[src/rtl/fetch_unit.sv]
// Instruction fetch stage: PC, req/ack instruction-memory port, IF_ID register and one-entry skid.
// Optional FETCH_PERF_EN adds saturating fetch_count / stall_count outputs.
module fetch_unit #(
    parameter logic [31:0] RESET_PC   = 32'h0000_0000,
    parameter logic [31:0] PC_STEP    = 32'd4,
    parameter int unsigned WAIT_LIMIT = 15
) (
    input  logic        clock,
    input  logic        reset_n,
    input  logic        stall,
    input  logic        redirect,
    input  logic [31:0] redirect_pc,
    output logic        imem_req,
    output logic [31:0] imem_addr,
    input  logic        imem_ack,
    input  logic [31:0] imem_rdata,
    output logic [63:0] IF_ID,
    output logic        if_id_valid,
`ifdef FETCH_PERF_EN
    output logic [31:0] fetch_count,
    output logic [31:0] stall_count,
`endif
    output logic        fetch_err
);

    localparam int unsigned CW = $clog2(WAIT_LIMIT + 1);

    typedef enum logic [1:0] {
        S_REQ,
        S_HOLD,
        S_DRAIN
    } state_t;

    state_t      r_state, w_state_n;
    logic        r_req, w_req_n;
    logic [31:0] r_addr, w_addr_n;
    logic [31:0] r_pend, w_pend_n;
    logic [63:0] r_ifid, w_ifid_n;
    logic        r_valid, w_valid_n;
    logic [63:0] r_skid, w_skid_n;
    logic        w_load;
    logic        w_ack;
    logic        w_wait;
    logic [31:0] w_redir_pc;
    logic [CW-1:0] r_wait_cnt;
    logic        r_err;

    assign w_ack      = imem_ack & r_req;
    assign w_wait     = r_req & ~imem_ack;
    assign w_redir_pc = redirect_pc & 32'hFFFF_FFFC;

    always_ff @(posedge clock or negedge reset_n) begin
        if (!reset_n) begin
            r_state <= S_REQ;
            r_req   <= 1'b0;
            r_addr  <= RESET_PC;
            r_pend  <= RESET_PC;
            r_ifid  <= '0;
            r_valid <= 1'b0;
            r_skid  <= '0;
        end else begin
            r_state <= w_state_n;
            r_req   <= w_req_n;
            r_addr  <= w_addr_n;
            r_pend  <= w_pend_n;
            r_ifid  <= w_ifid_n;
            r_valid <= w_valid_n;
            r_skid  <= w_skid_n;
        end
    end

    always_comb begin
        w_state_n = r_state;
        w_req_n   = r_req;
        w_addr_n  = r_addr;
        w_pend_n  = r_pend;
        w_ifid_n  = r_ifid;
        w_valid_n = r_valid;
        w_skid_n  = r_skid;
        w_load    = 1'b0;
        case (r_state)
            S_REQ: begin
                w_req_n = 1'b1;
                if (redirect) begin
                    w_valid_n = 1'b0;
                    // An outstanding request must complete on its old address before restarting
                    if (w_wait) begin
                        w_state_n = S_DRAIN;
                        w_pend_n  = w_redir_pc;
                    end else begin
                        w_addr_n = w_redir_pc;
                    end
                end else if (w_ack) begin
                    w_addr_n = r_addr + PC_STEP;
                    if (!r_valid || !stall) begin
                        w_ifid_n  = {r_addr, imem_rdata};
                        w_valid_n = 1'b1;
                        w_load    = 1'b1;
                    end else begin
                        w_skid_n  = {r_addr, imem_rdata};
                        w_state_n = S_HOLD;
                        w_req_n   = 1'b0;
                    end
                end else if (r_valid && !stall) begin
                    w_valid_n = 1'b0;
                end
            end
            S_HOLD: begin
                if (redirect) begin
                    w_valid_n = 1'b0;
                    w_addr_n  = w_redir_pc;
                    w_state_n = S_REQ;
                    w_req_n   = 1'b1;
                end else if (!stall) begin
                    w_ifid_n  = r_skid;
                    w_load    = 1'b1;
                    w_state_n = S_REQ;
                    w_req_n   = 1'b1;
                end
            end
            S_DRAIN: begin
                w_valid_n = 1'b0;
                if (w_ack) begin
                    w_addr_n  = redirect ? w_redir_pc : r_pend;
                    w_state_n = S_REQ;
                end else if (redirect) begin
                    w_pend_n = w_redir_pc;
                end
            end
            default: begin
                w_state_n = S_REQ;
            end
        endcase
    end

    always_ff @(posedge clock or negedge reset_n) begin
        if (!reset_n) begin
            r_wait_cnt <= '0;
            r_err      <= 1'b0;
        end else if (w_wait) begin
            if (r_wait_cnt != CW'(WAIT_LIMIT))
                r_wait_cnt <= r_wait_cnt + CW'(1);
            if (r_wait_cnt == CW'(WAIT_LIMIT - 1))
                r_err <= 1'b1;
        end else begin
            r_wait_cnt <= '0;
        end
    end

`ifdef FETCH_PERF_EN
    logic [31:0] r_fetch_cnt;
    logic [31:0] r_stall_cnt;

    always_ff @(posedge clock or negedge reset_n) begin
        if (!reset_n) begin
            r_fetch_cnt <= '0;
            r_stall_cnt <= '0;
        end else begin
            if (w_load && (r_fetch_cnt != '1))
                r_fetch_cnt <= r_fetch_cnt + 32'd1;
            if (r_valid && stall && (r_stall_cnt != '1))
                r_stall_cnt <= r_stall_cnt + 32'd1;
        end
    end

    assign fetch_count = r_fetch_cnt;
    assign stall_count = r_stall_cnt;
`endif

    assign imem_req    = r_req;
    assign imem_addr   = r_addr;
    assign IF_ID       = r_ifid;
    assign if_id_valid = r_valid;
    assign fetch_err   = r_err;

endmodule
[config.mk]
export PLATFORM = sky130hd
export DESIGN_NAME = fetch_unit
export DESIGN_NICKNAME = d
export VERILOG_FILES = /design/src/rtl/fetch_unit.sv
export SDC_FILE = /design/constraint.sdc
export NUM_CORES = 1
export LEC_CHECK = 0
export ABC_AREA = 1
export BUFFER_PORTS_ARGS = -buffer_cell sky130_fd_sc_hd__buf_2
export CORE_AREA = 2 2 201 203
export DETAILED_ROUTE_END_ITERATION = 16
export DIE_AREA = 0 0 203 205
export GPL_ROUTABILITY_DRIVEN = 1
export PLACE_DENSITY = 0.45
export SYNTH_ARGS = -nofsm -noshare
export SYNTH_HDL_FRONTEND = slang
export SYNTH_SLANG_ARGS = --single-unit
export TNS_END_PERCENT = 100
[constraint.sdc]
create_clock -name clock -period 5.26 [get_ports clock]
set_clock_uncertainty 0.2 [all_clocks]
set_input_delay 0.526 -clock clock [delete_from_list [all_inputs] [get_ports clock]]
set_output_delay 0.526 -clock clock [all_outputs]
set_load 0.01 [all_outputs]
* Yosys cells after proc, flatten, opt, wreduce, memory -nomap -nowiden
Cells that the tools add are included.
** Storage, ports and cells
- RAM bits :: 0
- Memory bits (read-only) :: 0
- Bits of input ports :: 69
- Memories :: 0
- Latch bits :: 0
- Logic and storage cells :: 93
- Bits in registers :: 201
- Output and inout bits :: 99
** Cells by class
- Equality and inequality tests :: 22
- Multipliers :: 0
- Reduce and logical (&&, ||, !) cells :: 16
- $lt $le $gt $ge :: 0
- Bitwise logic cells :: 5
- Multiplexer cells :: 39
- $add $sub $neg :: 2
- Shift-type cells :: 0
- Div/mod/pow operators :: 0
** Operator list (count)
- $mux W64 :: 5
- $mux W32 :: 9
- $pmux W64 S2 :: 1
- $pmux W32 S3 :: 1
- $pmux W32 S2 :: 1
- $add A32 B3 Y32 const B :: 1
- $ne A2 B2 Y1 const B :: 10
- $ne A3 B3 Y1 const B :: 5
- $mux W2 :: 7
- $ne A4 B4 Y1 const B :: 3
- $reduce_and A4 Y1 :: 3
- $mux W1 :: 10
- $reduce_and A5 Y1 :: 2
- $mux W4 :: 2
- $pmux W2 S3 :: 1
- $reduce_and A6 Y1 :: 1
- $add A4 B1 Y4 const B :: 1
- $eq A4 B4 Y1 const B :: 1
- $reduce_and A2 Y1 :: 2
- $reduce_bool A2 Y1 :: 2
- $not A1 Y1 :: 3
- $pmux W1 S3 :: 1
- $reduce_bool A3 Y1 :: 1
- $and A1 B1 Y1 :: 2
- 8 further kinds :: 9

* Depth between registers and ports, before layout
Gate-level depths: netlist of the first run.
- Depth after elaboration :: 6
- Gate-level depth with buffers :: 12
- Mapped depth without buffers :: 12

* Worst setup path after synthesis of the first run
OpenSTA, ideal clock, no wires.
- Path type :: register to register
- From :: register r_state[0]
- To :: register r_skid[10]
- Arrival time :: 1636 ps
- Stages on the path, launching flop included :: 9
- Setup slack :: 3300 ps
- Cells stage by stage :: dfrtp_1 inv_1 ha_1 buf_2 nand2_2 inv_1 nand2_1 buf_2 mux2_2
** On the way
- Longest elaborated chain between the ends :: 2
** RTL lines
- from (decl) :: RTL line 34 : state_t r_state, w_state_n;
- from (signal assigned) :: RTL line 62 : r_state <= w_state_n;
- $logic_not A2 Y1 :: RTL line 81 : case (r_state)
- $reduce_and A4 Y1 (no source line)
- to (signal assigned) :: RTL line 68 : r_skid <= w_skid_n;
- to (decl) :: RTL line 40 : logic [63:0] r_skid, w_skid_n;
No other way between the ends.
A chain may end at the register's enable or synchronous reset.

* Worst setup path in the final report of the first run
- From :: register r_state[0]
- To :: register r_addr[31] (netlist: imem_addr[31])
** On the way
- Longest elaborated chain between the ends :: 3
- Elaborated cells on any way between the ends :: 10
- Those cells by class :: eq/ne: 6; mux: 1; reduce/logical: 3
** RTL lines
- $eq A2 B1 Y1, or another cell as far along :: RTL line 81
- $ne A2 B2 Y1 (no source line), or another cell as far along
- $reduce_and A5 Y1 (no source line)
- to (signal assigned) :: RTL line 64 : r_addr <= w_addr_n;
- to (decl) :: RTL line 36 : logic [31:0] r_addr, w_addr_n;
Several ways; a longest one is shown, not always the timed one.

==> results.toml, run 1 <==
[final_layout]
final_core_util_pct = 30.3
drive_above_1_share_pct = 19.5
seq_area_um2 = 5030
multi_input_area_um2 = 4200
final_nets = 1423
fillers = 4242
syn_to_final_growth_pct = 21.9

[clock_network]
post_cts_buffers = 0
clkLatencyLatePin_ps = 540
clk_pin_slew_ps = 60
h-tree-depth = 1
clock-root-buffer = "clkbuf_16"
cts_made_buffers = 24
cts_buffer_depth = 3
cts_tree = "built"
cts_resized = 0
cts_hold_buffers = 3
cts_sinks = 201

[grt]
antenna_found_initial = 9
grt_use_total_pct = 14.8
grt_overflow = 0
grt_pass1_vias = 8272
grt_max_degree = 129
grt_first_pass_wirelength_um = 48500

[sta]
report.final.slew_viol_count = 0
fin_crit_sh_pct = 58.2
tightest_slew_ps = 1100
fmax_ghz = 0.327
finalHoldViolations = 0
slew_headroom_pct = 26.6
setup_viol = 0
rsz0062_at_grt = "no"
tns_ps = 0
setup_ws_ps = 2200
hold_slack_ps = 27.6
period_minus_slack_ps = 3060

[drt]
wl_per_cell_um = 16.3
detail_route.first_pass.iterations = 5
drt_iter0_markers = 637
viasPerCell = 4.49
routed_wl_um = 30800
ant_nets = 0
vias = 8484
drc = 0

[job]
maxCapViolations = 0

[critical_path]
worstPathArrival_ps = 3320
critical_path_required_ps = 5520
startpoint_type = "flop"
critPathCaptureType = "flop"
crit_type = "reg -> reg"
crit_fanout = 24

[placed_design]
hpwl_um = 20600
gp_congestion = 0.832
place_ws_ps = 2090
port_buffers = 165

[floorplan]
start_util_pct = 24.9
die_height_um = 205
dieArea_um2 = 41600
core-area_um2 = 39400
io_pins = 168
die_w_um = 203
rows = 73

[logic_synthesis]
synth_top_family_by_area = "simple AND/OR/NAND/NOR gates"
synth_xor_xnor_area_share_pct = 0.447
netlist_top_cells_count = "nand2_1, dfrtp_1, nor2_1, inv_1, a31oi_1"
yosysWarnings = 0
synth_simple_gate_area_share_pct = 24.3
synth_top_area_share_pct = 51.4
synth_area_um2 = 9790
synth-edff-count = 0
synth_cell_types = 37
synth.ff_latch_count = 201
syn-num-nets = 1285
synth_compound_area_share_pct = 12.9
ys.flop_type = "dfrtp_1"
synth_adder_area_share_pct = 0.894
synth.most_common_cell = "nand2_1"
synth_cells = 1209
synth_top_area_cell = "dfrtp_1"
syn_avg_cell_area_um2 = 8.10
synthMuxAreaShare_pct = 4.02
async_flop_share_pct = 100
synth_area_leaders = "dfrtp_1, nand2_1, nor2_1"
ys_seq_area_share_pct = 51.4

[power_and_ir_drop]
peakVddDrop_mv = 0.220
p_per_area_nw_per_um2 = 614
p_leak_nw = 5.62

[worst_hold_path]
worstHoldPathType = "in -> reg"

[outcome]
status = "finished, final reports clean"
-- final cells by class --
class | instances | share of cell area [%]
well taps | 525 | 5.50
flip-flops and latches | 201 | 42.1
repair buffers | 177 | 8.01
clock inverters | 6 | 0.691
clock buffers | 36 | 6.17
diodes | 3 | 0.0629
inverters | 71 | 2.25
multi-input cells | 872 | 35.2
-- critical path: stages, from the launching register on --
cell	delay (ps)
dfrtp_1	450
inv_1	110
ha_1	260
inv_2	100
nor2_2	830
nand2_1	350
inv_1	280
a22oi_1	170
o21ai_1	100
nand2_1	60
nand2_1	70
-- worst paths after layout --
check | from | end | slack [ps] | cells past startpoint
worst min-delay path | redirect_pc[25] | r_pend[25]$_DFFE_PN0P_ | 30 | 3
max in group asynchronous | reset_n | r_skid[31]$_DFFE_PN0P_ | 3340 | 3
worst min register to register | fetch_err$_DFFE_PN0P_ | fetch_err$_DFFE_PN0P_ | 270 | 1
worst max-delay path | r_state[0]$_DFFE_PN0P_ | imem_addr[31]$_DFFE_PN0P_ | 2200 | 10
min in group asynchronous | reset_n | r_skid[0]$_DFFE_PN0P_ | 430 | 2
worst max register to register | r_state[0]$_DFFE_PN0P_ | imem_addr[31]$_DFFE_PN0P_ | 2200 | 10
-- layout by cell type (no fill, tap or decap), drive strengths merged, types with 7 or more instances in the layout --
cell type	n
ha	7
nand3	34
buf	173
mux2	35
a22oi	10
nor2	137
o211ai	8
nand2	435
inv	71
clkbuf	37
o21ai	64
a21oi	40
a221oi	13
dfrtp	201
a31oi	64
-- per-layer routing --
metal	track usage [%]	part of all wire [%]	vias to the layer above
met4	4.64	2.4	10
met1	20.4	48	3972
met5	0	0.21	-
li1	-	-	4247
met2	23.0	44	199
met3	3.21	6.0	56
-- power breakdown --
part	switching [mW]	internal [mW]
Clock	0.674	1.06
Combinational	1.73	1.04
Sequential	0.569	2.27
-- state kept, by name, summed over array words and instances (netlist names) --
signal	cells
IF_ID	64
fetch_err	1
if_id_valid	1
imem_addr	32
imem_req	1
r_pend	32
r_skid	64
r_state	2
r_wait_cnt	4
-- stage by stage --
stage	instance area [µm²]	std cells	total power [mW]
floorplan	9790	1209	4.58
global placement	11100	1843	5.63
detailed placement	11100	1843	5.68
CTS	11900	1888	7.47
global route	11900	1889	7.98
finish	11900	1891	7.34
-- cell families (layout without fill, tap and decap cells) --
family,count (synthesis),after routing
compound gates,210,210
simple gates,615,615
mux,35,35
other cells,0,3
flops,201,201
buf+inv,136,290
fa+ha+maj,7,7
xor+xnor,5,5
Power figures use the tool's default switching activity.
==> run 2, diff against run 1 <==
clock period = 3 ns   (was 5.26 ns; I/O delays follow)
==> run 2 against run 1 <==
Clock power rose by 67%. Power rose by 76%. Utilization rose by 1.9 points. First-iteration DRC count fell by 1.4%. Die area did not move. Non-clock buffer count rose by 73. Largest power group is now combinational cells. Clock-buffer cell count fell by 4. Combinational power rose by 82%. Critical endpoint unchanged. Global-route usage fell by 0.070 points. Flip-flop and latch count did not move. Sequential power rose by 76%. Worst setup slack got worse by 1700 ps.
==> results.toml, run 2 (synthesized netlist as in run 1, its figures left out) <==
[outcome]
status = "finished, final reports clean"

[critical_path]
critical_path_required_ps = 3220
crit_fanout = 12
critical_path_depth = 9
critPathBufInv = 2
startpoint_type = "flop"
cp_slowest_cell = "ha_1"
worst_r2r_startpoint = "r_state[0]$_DFFE_PN0P_"
crit_type = "reg -> reg"
path_cells = "inv_1 -> ha_1 -> o21ai_1 -> nor2_1 -> inv_1 -> a22oi_1 -> o21ai_1 -> nand2_1 -> nand2_1"
reg2reg_depth = 9
critPathTopFamily = "compound AO/OA/AOI/OAI gates"
r2r_end = "imem_addr[31]$_DFFE_PN0P_"
crit_start = "r_state[0]$_DFFE_PN0P_"
critPathCaptureType = "flop"
cp_slowest_stage_delay_ps = 580
worstPathArrival_ps = 2690
rrSetupSlack_ps = 530
crit_end = "imem_addr[31]$_DFFE_PN0P_"

[placed_design]
hpwl_um = 21500
placed_area_um2 = 11200
port_buffers = 165
gp_congestion = 0.838

[final_layout]
syn_to_final_growth_pct = 29.4
final_common_cell = "nand2_1"
finish.instance_area_um2 = 12700
drive_above_1_share_pct = 19.5
final_nets = 1497
final_cell_mix = "nand2_1, dfrtp_1, buf_2"
antenna-diode-count = 0

[power_and_ir_drop]
p_int_mw = 7.66
power_frac_seq_pct = 38.7
switching_share_pct = 40.7
p_leak_nw = 5.95
peakVddDrop_mv = 0.394
power.net_switching_mw = 5.25
power_mw = 12.9
p_per_area_nw_per_um2 = 1020
combPwrFrac_pct = 38.9
power.share.clock_pct = 22.4

[drt]
drc = 0
detail_route.first_pass.iterations = 5
viasPerCell = 4.39
routed_wl_um = 30600
drt_iter0_markers = 628
ant_nets = 0
vias = 8617
wl_per_cell_um = 15.6

[sta]
rsz0062_at_grt = "no"
tns_ps = 0
setup_viol = 0
hold_slack_ps = 101
period_minus_slack_ps = 2470
report.final.slew_viol_count = 0
finalHoldViolations = 0
tightest_slew_ps = 780
fmax_ghz = 0.404
slew_headroom_pct = 48.0
fin_crit_sh_pct = 82.4

[grt]
grt_overflow = 0
grt_max_degree = 76
grt_pass1_vias = 8451
grt_first_pass_wirelength_um = 48700
grt_use_total_pct = 14.7
antenna_found_initial = 1

[floorplan]
io_pins = 168
start_util_pct = 24.9
die_height_um = 205
core-area_um2 = 39400
rows = 73
dieArea_um2 = 41600
die_w_um = 203

[clock_network]
cts_made_buffers = 25
clkLatencyLatePin_ps = 520
clk_pin_slew_ps = 60
cts_tree = "built"
h-tree-depth = 1
cts_resized = 0
cts_sinks = 201
clock-root-buffer = "clkbuf_16"
cts_buffer_depth = 3

[job]
maxCapViolations = 0

[worst_hold_path]
worstHoldPathType = "in -> reg"
run 2: changes by cell type in the layout (fill, tap and decap cells not counted), sizes merged:
cell / previous run / this run
buf: 173 / 184
bufinv: 2 / 1
clkbuf: 37 / 33
clkinv: 3 / 9
clkinvlp: 1 / 2
diode: 3 / 0
dlygate4sd3: 3 / 65
run 2: what timing repair did:
item / 4_1_cts / 5_1_grt
buffers inserted: 0 / 0
hold buffers: 65 / 0
endpoints found under the hold margin: 193 / 0
run 2: layout make-up:
class,instances,area (µm²)
sequential,201,5030
inverter,71,269
clock buffer,32,692
fill,4201,26700
clock inverter,12,90.1
tap,525,657
multi-input combinational,872,4200
timing repair buffer,250,1740
run 2: worst min-delay path by stage:
stage | slack [ps] | from | cells after the start | endpoint
3_5_place_dp | 190 | reset_n | 1 | IF_ID[62]$_DFFE_PN0P_
6_report | 100 | redirect | 6 | imem_addr[12]$_DFFE_PN0P_
5_1_grt | 150 | redirect | 6 | imem_addr[12]$_DFFE_PN0P_
2_1_floorplan | -200 | reset_n | 0 | IF_ID[0]$_DFFE_PN0P_
3_3_place_gp | 180 | reset_n | 1 | IF_ID[62]$_DFFE_PN0P_
4_1_cts | 80 | redirect | 6 | imem_addr[12]$_DFFE_PN0P_
run 2: layer usage:
metal  track usage, %  vias up  share of wire, %
li1                 -     4386                 -
met1             21.0     3977                49
met2             22.7      204                44
met3             2.18       48               5.0
met4             4.80        2               2.5
met5                0        -             0.036
run 2: worst min-delay path: stages:
cell and delay (ps):
buf_2 120, inv_4 130, nand2_1 100, nand2_1 40
nand2_1 50, nand2_1 40
run 2: through the flow:
stage | setup slack [ps] | instances | util, %
after detailed placement | 534 | 1854 | 28.6
after global placement | 540 | 1854 | 28.6
after global routing | 269 | 1963 | 32.2
after CTS | 497 | 1963 | 32.2
after floorplan | 1040 | 1209 | -
final | 528 | 1963 | 32.2
run 2: power by group through the flow:
stage / Clock, mW / Sequential, mW / Combinational (mW)
2_1_floorplan: 0 / 5.03 / 3.00
3_3_place_gp: 0 / 5.00 / 4.99
3_5_place_dp: 0 / 5.04 / 5.03
4_1_cts: 2.99 / 5.00 / 5.11
5_1_grt: 3.10 / 5.17 / 5.74
6_report: 2.89 / 4.99 / 5.03
==> run 3, diff against run 2 <==
PLACE_DENSITY = 0.46   (was 0.45)
clock period = 2.2 ns   (was 3 ns; I/O delays follow)
==> run 3 against run 2 <==
Utilization increased by 1.3 points. Die area unchanged. Critical endpoint is now imem_addr[26]$_DFFE_PN0P_. Worst hold slack got worse by 91 ps. Largest power group unchanged.
==> results.toml, run 3 (synthesized netlist as in run 1, its figures left out) <==
[power_and_ir_drop]
p_leak_nw = 6.23
power_mw = 18.6
peakVddDrop_mv = 0.538
p_per_area_nw_per_um2 = 1410

[placed_design]
port_buffers = 165
hpwl_um = 22100
placed_area_um2 = 11600
gp_congestion = 0.852

[grt]
met2_usage_pct = 23.3
use_met3_pct = 1.94
use_met1_pct = 20.6
grt_use_total_pct = 14.7
antenna_found_initial = 1
grt_first_pass_wirelength_um = 48900
grt_max_degree = 65
grt_overflow = 0
grt.busiest_layer = "met2"
grt_pass1_vias = 8606

[drt]
drt_iter0_markers = 525
routed_wl_um = 31000
wl_per_cell_um = 15.4
viasPerCell = 4.37
vias = 8773
detail_route.first_pass.iterations = 5
ant_nets = 0
drc = 0

[critical_path]
cp_slowest_cell = "dfrtp_1"
critPathTopFamily = "flip-flops"
cp_slowest_stage_delay_ps = 410
reg2reg_depth = 10
rrSetupSlack_ps = 120
worstPathArrival_ps = 2300
critical_path_required_ps = 2420
path_cells = "inv_1 -> ha_4 -> nand2_2 -> a21oi_2 -> nor2_2 -> o21ai_4 -> buf_12 -> nor2_1 -> nand2_1 -> nand2_1"
r2r_end = "imem_addr[26]$_DFFE_PN0P_"
critPathMostFrequentCell = "nand2_1"
crit_fanout = 22
critPathBufInv = 2
startpoint_type = "flop"
critPathCaptureType = "flop"
crit_type = "reg -> reg"
worst_r2r_startpoint = "r_state[1]$_DFFE_PN0P_"

[clock_network]
cts_tree = "built"
post_cts_buffers = 0
cts_sinks = 201
clock-root-buffer = "clkbuf_16"
clk_pin_slew_ps = 60
clkLatencyLatePin_ps = 520
h-tree-depth = 1
cts_buffer_depth = 3
cts_made_buffers = 24

[floorplan]
die_height_um = 205
die_w_um = 203
dieArea_um2 = 41600
rows = 73
io_pins = 168
core-area_um2 = 39400
start_util_pct = 24.9

[worst_hold_path]
worstHoldPathType = "in -> async"

[job]
maxCapViolations = 0

[final_layout]
final_common_cell = "nand2_1"
drive_above_1_share_pct = 22.1
finish.instance_area_um2 = 13200
final_nets = 1539
final_core_util_pct = 33.5
final_cell_mix = "nand2_1, dfrtp_1, buf_2"
syn_to_final_growth_pct = 34.8

[sta]
setup_viol = 0
period_minus_slack_ps = 2080
fin_crit_sh_pct = 94.7
slew_headroom_pct = 68.3
fmax_ghz = 0.480
report.final.slew_viol_count = 0
finalHoldViolations = 0
tightest_slew_ps = 476
rsz0062_at_grt = "no"

[outcome]
status = "finished, final reports clean"
[run 3: how the worst max path moves through the flow]
stage	startpoint	end	slack, ps	cells past startpoint
after global routing	r_state[0]$_DFFE_PN0P_	IF_ID[11]$_DFFE_PN0P_	2	9
final	r_state[1]$_DFFE_PN0P_	imem_addr[26]$_DFFE_PN0P_	120	10
after CTS	r_state[0]$_DFFE_PN0P_	imem_addr[31]$_DFFE_PN0P_	30	10
after detailed placement	r_state[1]$_DFFE_PN0P_	imem_addr[4]$_DFFE_PN0P_	-10	10
after global placement	r_state[0]$_DFFE_PN0P_	imem_addr[4]$_DFFE_PN0P_	-20	10
after floorplan	r_state[0]$_DFFE_PN0P_	r_skid[10]$_DFFE_PN0P_	240	8
[run 3: through the flow]
step                      TNS [ps]  hold slack [ps]  worst slack (ps)  instances
after floorplan                  0             -276               240       1209
after global placement       -21.1             18.9             -21.1       1896
after detailed placement     -12.6             20.0             -12.6       1896
after CTS                        0             19.0              30.9       2005
after global routing             0             45.1              2.40       2006
final                            0             10.2               116       2007
[run 3: metal layers]
| metal | share of wire [%] | routed length, µm |
|---|---|---|
| met5 | 0 | 0 |
| met4 | 3.0 | 930 |
| met3 | 3.8 | 1190 |
| met2 | 44 | 13700 |
| met1 | 49 | 15100 |
[run 3: worst register-to-register path, cell delays in order (launching register included)]
cell and delay [ps]:
dfrtp_1 410, inv_1 160, ha_4 210, nand2_2 100
a21oi_2 250, nor2_2 100, o21ai_4 120, buf_12 210
nor2_1 80, nand2_1 90, nand2_1 50
[run 3: layout make-up]
type                       instances  area [µm²]
antenna                            1        2.50
clock buffer                      35         713
clock inverter                     9         149
fill                            4159       26200
inverter                          71         269
multi-input combinational        872        4260
sequential                       201        5030
tap                              525         657
timing repair buffer             293        2130
[run 3: report_power, final]
part | total [mW] | switching, mW | internal, mW
combinational | 7.57 | 4.42 | 3.15
clock | 4.33 | 1.62 | 2.71
sequential | 6.65 | 1.23 | 5.42
[run 3: repair_timing]
item,in CTS,in global routing
endpoints found under the hold margin,329,0
setup endpoints to repair,1,75
cloned,0,1
pin swaps,0,0
gates resized for setup,1,10
hold buffers,65,0
